### src/rtl/imem_loader_if.sv
// imem_loader_if: control, byte-stream and memory-write signals of the instruction memory loader
//   master: start, base_addr, word_count, rx_valid, rx_data -> ; <- rx_ready, we, waddr, wdata, busy, cpu_hold, done
//   slave : mirror image, used by imem_loader
interface imem_loader_if #(
    parameter int DATA_WIDTH = 24,
    parameter int ADDR_WIDTH = 8
);
    logic                  start;
    logic [ADDR_WIDTH-1:0] base_addr;
    logic [ADDR_WIDTH-1:0] word_count;
    logic                  rx_valid;
    logic [7:0]            rx_data;
    logic                  rx_ready;
    logic                  we;
    logic [ADDR_WIDTH-1:0] waddr;
    logic [DATA_WIDTH-1:0] wdata;
    logic                  busy;
    logic                  cpu_hold;
    logic                  done;
    modport master (
        output start, base_addr, word_count, rx_valid, rx_data,
        input  rx_ready, we, waddr, wdata, busy, cpu_hold, done
    );
    modport slave (
        input  start, base_addr, word_count, rx_valid, rx_data,
        output rx_ready, we, waddr, wdata, busy, cpu_hold, done
    );
endinterface

### src/rtl/imem_loader.sv
// imem_loader: packs a byte stream MSB-first into instruction words and writes them to consecutive addresses
//   clk, reset (async, active-high)
//   bus.slave: start/base_addr/word_count begin a load; rx_valid/rx_data/rx_ready carry bytes;
//              we/waddr/wdata write instruction memory; busy/cpu_hold/done report progress
module imem_loader #(
    parameter int DATA_WIDTH = 24,
    parameter int ADDR_WIDTH = 8
) (
    input logic        clk,
    input logic        reset,
    imem_loader_if.slave bus
);
    localparam int NBYTES = DATA_WIDTH / 8;
    localparam int IW = $clog2(NBYTES) + 1;
    typedef enum logic [1:0] {IDLE, COLLECT, WRITE, FINISH} state_t;
    state_t                state, state_nx;
    logic [ADDR_WIDTH-1:0] addr, remaining, waddr_q;
    logic [IW-1:0]         byte_idx;
    logic [DATA_WIDTH-1:0] shreg, wdata_q, shreg_nx;
    logic                  accept, last_byte;
    assign accept    = (state == COLLECT) && bus.rx_valid;
    assign last_byte = byte_idx == IW'(NBYTES - 1);
    assign shreg_nx  = {shreg[DATA_WIDTH-9:0], bus.rx_data};
    always_ff @(posedge clk or posedge reset) begin
        if (reset) state <= IDLE;
        else       state <= state_nx;
    end
    always_comb begin
        state_nx = state;
        case (state)
            IDLE:    state_nx = bus.start ? ((bus.word_count == '0) ? FINISH : COLLECT) : IDLE;
            COLLECT: state_nx = (accept && last_byte) ? WRITE : COLLECT;
            WRITE:   state_nx = (remaining == ADDR_WIDTH'(1)) ? FINISH : COLLECT;
            FINISH:  state_nx = IDLE;
            default: state_nx = IDLE;
        endcase
    end
    always_comb begin
        bus.rx_ready = state == COLLECT;
        bus.we       = state == WRITE;
        bus.busy     = state != IDLE;
        bus.cpu_hold = state != IDLE;
        bus.done     = state == FINISH;
    end
    // waddr/wdata are captured with the last byte so they are valid throughout WRITE and hold afterwards
    always_ff @(posedge clk or posedge reset) begin
        if (reset) begin
            addr      <= '0;
            remaining <= '0;
            byte_idx  <= '0;
            shreg     <= '0;
            waddr_q   <= '0;
            wdata_q   <= '0;
        end else begin
            if (state == IDLE && bus.start) begin
                addr      <= bus.base_addr;
                remaining <= bus.word_count;
                byte_idx  <= '0;
            end
            if (accept) begin
                shreg    <= shreg_nx;
                byte_idx <= last_byte ? '0 : byte_idx + 1'b1;
                if (last_byte) begin
                    waddr_q <= addr;
                    wdata_q <= shreg_nx;
                end
            end
            if (state == WRITE) begin
                addr      <= addr + 1'b1;
                remaining <= remaining - 1'b1;
            end
        end
    end
    assign bus.waddr = waddr_q;
    assign bus.wdata = wdata_q;
endmodule
### src/flat_wrapper.sv
// flat-port wrapper written by rule: the top's interface ports become plain ports
module imem_loader_flat 
#(
    parameter int DATA_WIDTH = 24,
    parameter int ADDR_WIDTH = 8
)
  (clk, reset, bus_start, bus_base_addr, bus_word_count, bus_rx_valid, bus_rx_data, bus_rx_ready, bus_we, bus_waddr, bus_wdata, bus_busy, bus_cpu_hold, bus_done);
  imem_loader_if #(.DATA_WIDTH(DATA_WIDTH), .ADDR_WIDTH(ADDR_WIDTH)) bus_i ();
  input logic clk;
  input logic reset;
  input wire logic [$bits(bus_i.start)-1:0] bus_start;
  input wire logic [$bits(bus_i.base_addr)-1:0] bus_base_addr;
  input wire logic [$bits(bus_i.word_count)-1:0] bus_word_count;
  input wire logic [$bits(bus_i.rx_valid)-1:0] bus_rx_valid;
  input wire logic [$bits(bus_i.rx_data)-1:0] bus_rx_data;
  output wire logic [$bits(bus_i.rx_ready)-1:0] bus_rx_ready;
  output wire logic [$bits(bus_i.we)-1:0] bus_we;
  output wire logic [$bits(bus_i.waddr)-1:0] bus_waddr;
  output wire logic [$bits(bus_i.wdata)-1:0] bus_wdata;
  output wire logic [$bits(bus_i.busy)-1:0] bus_busy;
  output wire logic [$bits(bus_i.cpu_hold)-1:0] bus_cpu_hold;
  output wire logic [$bits(bus_i.done)-1:0] bus_done;
  assign bus_i.start = bus_start;
  assign bus_i.base_addr = bus_base_addr;
  assign bus_i.word_count = bus_word_count;
  assign bus_i.rx_valid = bus_rx_valid;
  assign bus_i.rx_data = bus_rx_data;
  assign bus_rx_ready = bus_i.rx_ready;
  assign bus_we = bus_i.we;
  assign bus_waddr = bus_i.waddr;
  assign bus_wdata = bus_i.wdata;
  assign bus_busy = bus_i.busy;
  assign bus_cpu_hold = bus_i.cpu_hold;
  assign bus_done = bus_i.done;
  imem_loader #(.DATA_WIDTH(DATA_WIDTH), .ADDR_WIDTH(ADDR_WIDTH)) u_core (.clk(clk), .reset(reset), .bus(bus_i));
endmodule
### config.mk
export PLATFORM = sky130hd
export DESIGN_NAME = imem_loader_flat
export DESIGN_NICKNAME = d
export VERILOG_FILES = /design/src/rtl/imem_loader_if.sv /design/src/rtl/imem_loader.sv /design/src/flat_wrapper.sv
export SDC_FILE = /design/constraint.sdc
export NUM_CORES = 1
export LEC_CHECK = 0
export ABC_CLOCK_PERIOD_IN_PS = 2640
export CORE_MARGIN = 2
export CORE_UTILIZATION = 26
export CTS_CLUSTER_DIAMETER = 150
export DETAILED_ROUTE_END_ITERATION = 10
export PLACE_DENSITY = 0.5
export SYNTH_ARGS = -nofsm -noshare
export SYNTH_HDL_FRONTEND = slang
export SYNTH_SLANG_ARGS = --single-unit
### constraint.sdc
create_clock -name clk -period 2.64 [get_ports clk]
set_clock_uncertainty 0.2 [all_clocks]
set_input_delay 0.66 -clock clk [delete_from_list [all_inputs] [get_ports clk]]
set_output_delay 0.66 -clock clk [all_outputs]
set_load 0.01 [all_outputs]
==> impl_metrics.tcl <==
set metrics [dict create \
    status "complete, but fails checks" \
    violations "DRC" \
    worst_path_dominant_cell_family "buffers and inverters" \
    synth-main-ff-cell "dfrtp_1" \
    htree_levels 3 \
    start_util 0.2681 \
    crit_buf_inv 2 \
    path_cells "buf_4, and2_1, clkdlybuf4s50_1" \
    arrival_ps 1660 \
    rsz0062_at_grt "false" \
    hold_path.class "flop to flop" \
    io_pins 65 \
    r2r_slack_ps 600 \
    place_congestion 0.7382 \
    via_per_inst 4.493 \
    critPathKind "flop to output pin" \
    seq_power_share 0.389 \
    grt_pass1_wl_um 11560 \
    drt_iter0_drc 90 \
    synth-warning-count 0 \
    finalSetupViolCount 0 \
    cts_buffers 9 \
    fmax_mhz 397.1 \
    ys_async_sr_fraction 1.000 \
    final_cell_mix "dfrtp_1 (68), nand2_1 (67), clkdlybuf4s50_1 (64), mux2_4 (24)" \
    max_cap_viol_count 0 \
    avgSynthCellArea_um2 11.23 \
    final_common_cell "dfrtp_1" \
    worstPathMaxFanout 9 \
    die_w_um 113.0 \
    synth_seq_cells 69 \
    peakVddDrop_mv 0.3209 \
    dr.pass1.iters 7 \
    chipHeight_um 113.0 \
    drive_gt1_frac 0.1790 \
    cts_max_path_buffers 2 \
    post-place-ws_ps -0.3124 \
    fin_util 0.3670 \
    hold_viol_final 0 \
    tns_ps 0 \
    postCtsSetupRepairBufs 0 \
    vias 2224 \
    synth_cell_types 45 \
    num_rows 39 \
    antenna_left 0 \
    ys_seq_area_frac 0.5592 \
    synth_area_um2 3088 \
    design.core.area_um2 11520 \
    insertion_delay_ps 330 \
    maxSlewHeadroom 0.6982 \
    grt_max_degree 70 \
    syn_inst 275 \
    whs_ps 271.1 \
    leakagePower_nw 1.929 \
    nNetsFinal 378 \
    dp.cells 479 \
    stdcell_count 495 \
    p_per_area_nw_per_um2 1193 \
    internal_power_w 0.003423 \
    slew_violations 0 \
    post-route-worst-setup-slack_ps 121.6 \
    grt_util_all_layers 0.1162 \
    worst_pin_slew_ps 448.6 \
    power_frac_comb 0.375 \
    drc 2 \
    max_stage_delay_ps 530 \
    path_clk_slew_ps 60 \
    cts-root-buf "clkbuf_16" \
    synth_fp_nets 306 \
    fin_crit_sh 0.9539 \
    grt.overflow.total 0 \
    p_sw_w 0.001619 \
    synth_edf_count 0 \
    wl_um 7024 \
    min_period_ps 2518 \
    area_growth_pct 36.87 \
    grt_pass1_vias 2269 \
    io_buffers 64 \
    dp_hpwl_um 4889 \
    start_kind "flop" \
    cts_sinks 69 \
    required_ps 1780 \
    pwr-share-clk 0.237 \
    dieArea_um2 12760 \
    antenna_cells 0 \
    wl_per_cell_um 14.19 \
    end_kind "output pin" \
    crit_slowest_cell "clkdlybuf4s50_1" \
    cts_tree "yes" \
    antenna_found_initial 0 \
    p_sw_frac 0.3211 \
]
==> final timing paths <==
check / start / endpoint / cells past startpoint
worst max-delay path: u_core.state[1] / bus_done / 3
worst min-delay path: u_core.shreg[15] / u_core.shreg[15] / 2
worst max register to register: u_core.state[1] / u_core.bus.wdata[11] / 4
worst min register to register: u_core.shreg[15] / u_core.shreg[15] / 2
max in group asynchronous: reset / u_core.state[0] / 3
min in group asynchronous: reset / u_core.bus.wdata[0] / 3
==> logic make-up after synthesis <==
kind of cell | synth area share
and+or+nand+nor | 0.1625
DFF | 0.5592
AOI/OAI and AO/OA | 0.08509
muxes | 0.1418
buffers and inverters | 0.03930
adders and majority gates | 0.01216
==> registers in the layout (all words and copies together) (netlist names) <==
signal	flops
u_core.bus.wdata	24
u_core.shreg	16
u_core.addr	8
u_core.bus.waddr	8
u_core.remaining	8
u_core.byte_idx	3
u_core.state	2
==> layout make-up <==
class / instances / area, µm²
inverters: 8 / 30.03
fillers: 1136 / 7289
repair buffers: 75 / 748.2
clock inverters: 6 / 71.32
clock buffers: 10 / 229.0
well taps: 143 / 178.9
multi-input cells: 184 / 1241
flip-flops and latches: 69 / 1728
==> synthesized netlist by cell type (2+ instances only) <==
cell	number	area, µm²
nand3_1	6	30.03
a21oi_1	9	45.04
buf_2	4	20.02
nand4_1	2	12.51
nor4_1	5	31.28
a31oi_1	3	18.77
o211ai_1	4	30.03
buf_6	4	45.04
nor2_1	9	33.78
dfrtp_1	69	1727
inv_1	7	26.28
nand2_1	67	251.5
mux2_2	6	67.56
nor3_1	8	40.04
mux2_4	24	360.4
o21ai_0	7	35.03
ha_1	3	37.54
clkbuf_1	5	18.77
a211oi_1	3	22.52
o22a_1	3	26.28
nand2b_1	3	18.77
==> metal layers <==
layer	routed length [µm]	vias up	track usage	part of all wire
met3	291	9	0.02089	0.041
met1	3339	1073	0.1596	0.48
met2	3259	43	0.1743	0.46
met4	133	0	0.06341	0.019
met5	0	-	0	0
li1	-	1099	-	-
==> worst min-delay path, stage by stage (launching register included) <==
cell	delay (ps)
dfrtp_1	340
nand2_1	50
nand2_1	50
==> timing repair <==
| item | 4_1_cts | 5_1_grt |
|---|---|---|
| resized for setup | 1 | 0 |
| hold buffers | 0 | 0 |
| endpoints found under the setup margin | 1 | 0 |
==> power groups by stage <==
stage | Sequential (W) | Combinational, W | Clock (W)
2_1_floorplan | 0.00197 | 0.00106 | 0
3_3_place_gp | 0.00197 | 0.00188 | 0
3_5_place_dp | 0.00198 | 0.00192 | 0
4_1_cts | 0.00197 | 0.00192 | 0.00122
5_1_grt | 0.00205 | 0.00207 | 0.00127
6_report | 0.00196 | 0.00189 | 0.00119
==> metrics by stage <==
| stage | instance area, µm² | total power, W |
|---|---|---|
| 3_3_place_gp | 3925 | 0.003850 |
| 2_1_floorplan | 3088 | 0.003039 |
| 6_report | 4227 | 0.005042 |
| 5_1_grt | 4227 | 0.005391 |
| 4_1_cts | 4227 | 0.005114 |
| 3_5_place_dp | 3925 | 0.003894 |
No activity file was read; power rests on OpenSTA's default activity.
